## config.mk

```make
export PLATFORM = sky130hd
export DESIGN_NAME = feeder_dispense_ctrl
export DESIGN_NICKNAME = d
export VERILOG_FILES = /design/src/rtl/feeder_dispense_ctrl_pkg.sv /design/src/rtl/feeder_dispense_ctrl_sensor_debounce.sv /design/src/rtl/feeder_dispense_ctrl.sv
export SDC_FILE = /design/constraint.sdc
export NUM_CORES = 1
export LEC_CHECK = 0
export BUFFER_PORTS_ARGS = -buffer_cell sky130_fd_sc_hd__buf_4
export CORE_MARGIN = 2
export CORE_UTILIZATION = 40
export CTS_BUF_LIST = sky130_fd_sc_hd__clkbuf_8
export DETAILED_ROUTE_END_ITERATION = 10
export HOLD_SLACK_MARGIN = 0.1
export PLACE_DENSITY_LB_ADDON = 0.25
export RECOVER_POWER = 25
export SKIP_CTS_REPAIR_TIMING = 1
export SYNTH_ARGS = -nofsm -noshare
export SYNTH_HDL_FRONTEND = slang
export SYNTH_SLANG_ARGS = --single-unit
```

## constraint.sdc

```tcl
create_clock -name clk -period 2.3 [get_ports clk]
set_clock_uncertainty 0.1 [all_clocks]
set_input_delay 0.345 -clock clk [delete_from_list [all_inputs] [get_ports clk]]
set_output_delay 0.345 -clock clk [all_outputs]
set_load 0.05 [all_outputs]
```

## src/rtl/feeder_dispense_ctrl_pkg.sv

```systemverilog
// Shared state encodings and widths for the feeder timer/dispense stages.
package feeder_dispense_ctrl_pkg;

    localparam int unsigned PORC_W = 3;

    typedef enum logic [2:0] {
        ST_IDLE  = 3'd0,
        ST_LOAD  = 3'd1,
        ST_RUN   = 3'd2,
        ST_GAP   = 3'd3,
        ST_DONE  = 3'd4,
        ST_FAULT = 3'd5
    } state_t;

endpackage

```

## src/rtl/feeder_dispense_ctrl_sensor_debounce.sv

```systemverilog
// Portion sensor conditioning: 2-FF synchronizer, level debouncer and
// registered rising-edge pulse of the debounced level.
module sensor_debounce #(
    parameter int unsigned DEBOUNCE_CYCLES = 16,
    parameter int unsigned CNT_W           = 16
) (
    input  logic clk,
    input  logic rst,
    input  logic sensor_raw,
    output logic level,
    output logic rise
);

    logic             sync1;
    logic             sync2;
    logic             level_q;
    logic [CNT_W-1:0] db_cnt;

    // Level only follows sync2 after it has held the new value long enough.
    always_ff @(posedge clk) begin
        if (rst) begin
            sync1   <= 1'b0;
            sync2   <= 1'b0;
            level   <= 1'b0;
            level_q <= 1'b0;
            rise    <= 1'b0;
            db_cnt  <= '0;
        end else begin
            sync1   <= sensor_raw;
            sync2   <= sync1;
            level_q <= level;
            rise    <= level & ~level_q;
            if (sync2 == level) begin
                db_cnt <= '0;
            end else if (db_cnt == CNT_W'(DEBOUNCE_CYCLES - 1)) begin
                level  <= sync2;
                db_cnt <= '0;
            end else begin
                db_cnt <= db_cnt + CNT_W'(1);
            end
        end
    end

endmodule

```

## src/rtl/feeder_dispense_ctrl.sv

```systemverilog
// Dispensing motor controller: runs the motor until the requested number of
// debounced portion edges is seen, with inter-portion gaps and jam detection.
module feeder_dispense_ctrl
    import feeder_dispense_ctrl_pkg::*;
#(
    parameter int unsigned DEBOUNCE_CYCLES = 16,
    parameter int unsigned GAP_CYCLES      = 8,
    parameter int unsigned TIMEOUT_CYCLES  = 1000,
    parameter int unsigned CNT_W           = 16
) (
    input  logic              clk,
    input  logic              rst,
    input  logic              i_m_on,
    input  logic [PORC_W-1:0] porciones,
    input  logic              sensor_raw,
    input  logic              i_clear,
    output logic              o_motor_on,
    output logic              o_busy,
    output logic              o_done,
    output logic              o_fault,
    output logic [PORC_W-1:0] o_count
);

    state_t            state, state_d;
    logic [PORC_W-1:0] target, target_d;
    logic [PORC_W-1:0] count_d;
    logic [CNT_W-1:0]  timer, timer_d;
    logic              i_m_on_q;
    logic              trig;
    logic              portion_evt;
    logic              sensor_level_unused;

    sensor_debounce #(
        .DEBOUNCE_CYCLES (DEBOUNCE_CYCLES),
        .CNT_W           (CNT_W)
    ) u_sensor_debounce (
        .clk        (clk),
        .rst        (rst),
        .sensor_raw (sensor_raw),
        .level      (sensor_level_unused),
        .rise       (portion_evt)
    );

    assign trig = i_m_on & ~i_m_on_q;

    // State, counters and registered outputs; outputs lag the state by one cycle.
    always_ff @(posedge clk) begin
        if (rst) begin
            state      <= ST_IDLE;
            target     <= '0;
            timer      <= '0;
            i_m_on_q   <= 1'b0;
            o_count    <= '0;
            o_motor_on <= 1'b0;
            o_busy     <= 1'b0;
            o_done     <= 1'b0;
            o_fault    <= 1'b0;
        end else begin
            state      <= state_d;
            target     <= target_d;
            timer      <= timer_d;
            i_m_on_q   <= i_m_on;
            o_count    <= count_d;
            o_motor_on <= (state == ST_RUN);
            o_busy     <= (state == ST_LOAD) || (state == ST_RUN) || (state == ST_GAP);
            o_done     <= (state == ST_DONE);
            o_fault    <= (state == ST_FAULT);
        end
    end

    // Next-state logic; the shared timer serves both RUN timeout and GAP pause.
    always_comb begin
        state_d  = state;
        target_d = target;
        timer_d  = timer;
        count_d  = o_count;
        case (state)
            ST_IDLE: begin
                if (trig) begin
                    state_d  = ST_LOAD;
                    target_d = porciones;
                end
            end
            ST_LOAD: begin
                count_d = '0;
                timer_d = '0;
                state_d = (target == '0) ? ST_DONE : ST_RUN;
            end
            ST_RUN: begin
                if (portion_evt) begin
                    count_d = (o_count == '1) ? o_count : o_count + PORC_W'(1);
                    timer_d = '0;
                    state_d = (count_d == target) ? ST_DONE : ST_GAP;
                end else if (timer == CNT_W'(TIMEOUT_CYCLES - 1)) begin
                    state_d = ST_FAULT;
                end else begin
                    timer_d = timer + CNT_W'(1);
                end
            end
            ST_GAP: begin
                if (timer == CNT_W'(GAP_CYCLES - 1)) begin
                    timer_d = '0;
                    state_d = ST_RUN;
                end else begin
                    timer_d = timer + CNT_W'(1);
                end
            end
            ST_DONE: begin
                if (trig) begin
                    state_d  = ST_LOAD;
                    target_d = porciones;
                end else begin
                    state_d = ST_IDLE;
                end
            end
            ST_FAULT: begin
                if (i_clear) begin
                    state_d = ST_IDLE;
                end
            end
            default: begin
                state_d = ST_IDLE;
            end
        endcase
    end

endmodule
```

# Word-level counts from Yosys, hierarchy flattened
# Index checks and enable logic that the tools add are counted.
# totals
word_cells,69
output_inout_bits,7
ff_bits,51
inputBits,8
# classes
n_eq_ne,17
reduce_logical,13
bitwise_logic,5
addsub,3
n_mux,16
# ops
operator,n
two-way mux 16 bit,3
one-hot mux 16 bit (3 select lines),1
"adder 16 x 1 -> 16 bit, second input constant",2
two-way mux 3 bit,9
one-hot mux 3 bit (6 select lines),1
"equality test 16 x 10 -> 1 bit, second input constant",1
"equality test 16 x 3 -> 1 bit, second input constant",1
"equality test 16 x 4 -> 1 bit, second input constant",1
"equality test 3 bit, second input constant",3
AND reduction 2 bit,4
"equality test 3 x 2 -> 1 bit, second input constant",2
zero test 3 bit,2
one-hot mux 3 bit (2 select lines),1
"!= test 2 x 1 -> 1 bit, second input constant",2
"!= test 2 bit, second input constant",2
AND reduction 4 bit,1
"adder 3 x 1 -> 3 bit, second input constant",1
"equality test 3 x 1 -> 1 bit, second input constant",1
equality test 3 bit,1
"!= test 3 x 1 -> 1 bit, second input constant",1
"!= test 3 x 2 -> 1 bit, second input constant",1
inverter 1 bit,3
nonzero test 3 bit,1
OR reduction 3 bit,1
6 further kinds,8

# Logic depth before layout (Yosys ltp)
# depth
word_depth,6
ltp_mapped,6
ltp_nobuf,6

# Hierarchy
# From an unflattened synthesis, not the netlist that was laid out.
# hier_totals
hier_cells,287
hier_area_um2,2482.4
# by_module_without_submodules
mod,seq_area_each_um2,cells_each,area_per_inst_um2,instances
feeder_dispense_ctrl,600.6,196,1599.0,1
sensor_debounce,420.4,91,883.3,1

# Least setup slack after synthesis
# OpenSTA, ideal clock, no wires.
# synth_timing
path_type,register -> register
startpoint,register timer[4]
endpoint,register timer[15]
stages_incl_launch_ff,6
path_buffers,0
period_less_slack_ps,2057
setup_slack_ps,243
setup_ps,122
t_arrival_ps,1835
t_required_ps,2078
cell_sequence,dfxtp_1 -> or4_4 -> nor4_4 -> o32ai_2 -> and3_1 -> a221o_1
# synth_via
elab_chain_cells,4
elab_cells_between_ends,9
classes_between,add/sub (1); eq/ne (3); mux (4); reduce/logical (1)
# synth_rtl
element,line,rtl
from (decl),feeder_dispense_ctrl.sv:27,"logic [CNT_W-1:0] timer, timer_d;"
from (signal assigned),feeder_dispense_ctrl.sv:61,timer <= timer_d;
adder 16 x 1 -> 16 bit,"feeder_dispense_ctrl.sv:97, feeder_dispense_ctrl.sv:105",
two-way mux 16 bit,feeder_dispense_ctrl.sv:94,end else if (timer == CNT_W'(TIMEOUT_CYCLES - 1)) begin
two-way mux 16 bit,feeder_dispense_ctrl.sv:90,if (portion_evt) begin
one-hot mux 16 bit (3 select lines),feeder_dispense_ctrl.sv:77,case (state)
# Several ways; a longest one is shown, not always the timed one. The select of a mux whose other input is x is not followed.
# A chain may end at the register's enable or synchronous reset.

# Worst setup path in the final report
# Ends and elaborated chain as after synthesis.

==> flow_metrics.tcl <==
set metrics [dict create \
    min_period_ns 2.22 \
    power_density_nw_per_um2 678 \
    grt_pass1_vias 1764 \
    setup_violations 0 \
    netSwitchingFraction_pct 23.5 \
    ys_warn_count 0 \
    p_leak_nw 0.957 \
    cts_tree "yes" \
    synth_seq_cells 51 \
    path_clk_slew_ns 0.10 \
    critPathTopFamily "simple AND/OR/NAND/NOR gates" \
    syn_area_um2 2370 \
    syn_area_per_cell_um2 9.02 \
    crit_arrival_ns 2.31 \
    comb_power_share_pct 10.6 \
    start_util_pct 40.8 \
    syn_to_final_growth_pct 15.1 \
    finalHoldViolCount 0 \
    viasPerCell 5.16 \
    max_stage_delay_ns 0.58 \
    place.gp.congestion 0.803 \
    nFillCells 602 \
    status "complete, no violations" \
    r2r_slack_ns 0.08 \
    overflow 0 \
    pwr-share-seq_pct 49.8 \
    yosysTopAreaCell "dfxtp_1" \
    cp_max_fo 8 \
    drive_gt1_share_pct 11.5 \
    routed_wl_mm 4.49 \
    hpwl_mm 3.15 \
    numCtsBuffers 5 \
    critPathKind "reg -> reg" \
    wl_per_cell_um 12.4 \
    netlist_top_cells_count "51 x dfxtp_1, 46 x nor2_1, 14 x xnor2_1, 14 x xor2_1, 12 x nand3_1" \
    worst_pin_slew_ns 1.11 \
    finalPower_mw 1.85 \
    die_w_um 81.0 \
    cp_cell_sequence "or4_4 > nor4_4 > o32ai_2 > and3_1 > a221o_1" \
    seqCellArea_um2 1020 \
    dieArea_um2 6560 \
    coreArea_um2 5820 \
    synth-edff-count 0 \
    grt_max_degree 26 \
    root_buffer "clkbuf_8" \
    synth_nets 274 \
    n_antenna_cell 0 \
    num_vias 1862 \
    grt_pass1_wl_mm 7.79 \
    ys_seq_area_share_pct 43.0 \
    clk_path_buf_depth 2 \
    hold-worst-slack_ns 0.147 \
    netlist_instances 263 \
    fin_nets 296 \
    yosysMostFrequentCell "dfxtp_1" \
    drtAntennaViolNets 0 \
    numClockSinks 51 \
    fin_area_um2 2730 \
    synth.distinct_cells 48 \
    p_sw_mw 0.435 \
    critPathLaunchType "flop" \
    finalCritPeriodShare_pct 96.3 \
    tns_ns 0 \
    drtPass1Iterations 4 \
    drv_cap 0 \
    io_buffers 14 \
    die_h_um 81.0 \
    antenna_found_initial 0 \
    timing.fmax_ghz 0.451 \
    final-max-slew-violation-count 0 \
    synth_top_area_share_pct 43.0 \
    crit_buf_inv 0 \
    vdd_drop_max_uv 354 \
    gr-usage-all-layers_pct 15.0 \
    ys.flop_type "dfxtp_1" \
    required_ns 2.40 \
    drt_iter0_drc 50 \
    multi_input_area_um2 1330 \
    hp-class "in -> reg" \
    htreeDepth 2 \
    post_dp_cell_area_um2 2590 \
    crit_slowest_cell "or4_4" \
    drc 0 \
    max-slew-margin-rel_pct 25.9 \
    ios 15 \
    endpoint_kind "flop" \
    insertion_delay_ns 0.30 \
    rows 28 \
    synth.area.top_cells "dfxtp_1 43%, nor2_1 7.3%, xnor2_1 5.2%, xor2_1 5.2%, nand3_1 2.5%" \
    clockPowerShare_pct 39.6 \
    internal-power_mw 1.42 \
    async_flop_share_pct 0 \
]
[state kept, by name, summed over array words and instances (netlist names)]
signal and flops:
i_m_on_q 1, u_sensor_debounce.level_q 1, state 3, o_fault 1, u_sensor_debounce.sync1 1, o_done 1, u_sensor_debounce.sync2 1, o_count 3
o_motor_on 1, u_sensor_debounce.rise 1, timer 16, o_busy 1, u_sensor_debounce.db_cnt 16, target 3, u_sensor_debounce.level 1
[through the flow]
step,util (%),setup slack (ns),std cells
floorplan,-,0.243,263
global placement,44.6,0.161,352
detailed placement,44.6,0.135,352
CTS,46.9,0.104,360
global route,46.9,-0.0337,361
finish,46.9,0.0842,361
[power by group through the flow]
stage / clock network [mW] / registers (mW) / logic (mW)
global placement: 0 / 0.942 / 0.200
CTS: 0.754 / 0.922 / 0.201
global route: 0.789 / 0.926 / 0.218
finish: 0.734 / 0.922 / 0.196
floorplan: 0 / 0.955 / 0.124
detailed placement: 0 / 0.942 / 0.201
[logic make-up (layout without fill, tap and decap cells)]
| family | count (synthesis) | count (layout) | synth area share (%) |
|---|---|---|---|
| mux | 5 | 5 | 2.11 |
| fa+ha+maj | 3 | 3 | 1.58 |
| buf+inv | 11 | 34 | 1.79 |
| flops | 51 | 51 | 43.0 |
| xor+xnor | 28 | 28 | 10.3 |
| compound gates | 35 | 35 | 11.3 |
| simple gates | 130 | 130 | 29.8 |
[final cells by class]
class	count	area share (%)
timing repair buffer	21	4.95
tap	75	3.44
clock inverter	3	2.47
multi-input combinational	201	48.5
sequential	51	37.4
clock buffer	5	2.52
inverter	5	0.687
[placed cells by master (no fill, tap or decap), types with 4 or more instances in the layout]
master,instances
xnor2_1,14
nand2_1,11
nand3_1,12
mux2i_1,5
clkbuf_1,6
a21oi_1,8
o21ai_0,4
buf_4,15
nand2b_1,6
clkbuf_8,5
nand4_1,9
nor3_1,7
nor2_1,46
xor2_1,14
inv_1,5
and3_1,6
nor4_1,8
dfxtp_1,51
nor2b_1,8
[path summary, 6_finish.rpt]
kind | start | to | cells past startpoint
worst min-delay path | sensor_raw | u_sensor_debounce.sync1 | 2
worst min register to register | u_sensor_debounce.level_q | u_sensor_debounce.rise | 1
worst max-delay path | timer[4] | timer[15] | 5
worst max register to register | timer[4] | timer[15] | 5
[routing by layer]
layer,vias to the layer above,GRT usage [%],wire [um],share of wire (%)
met2,17,25.3,2040,45
li1,973,-,-,-
met1,867,18.7,2290,51
met5,-,0,0,0
met3,5,3.00,100,2.2
met4,0,6.10,60,1.3
Note: power is estimated with default switching activity, not from simulation.
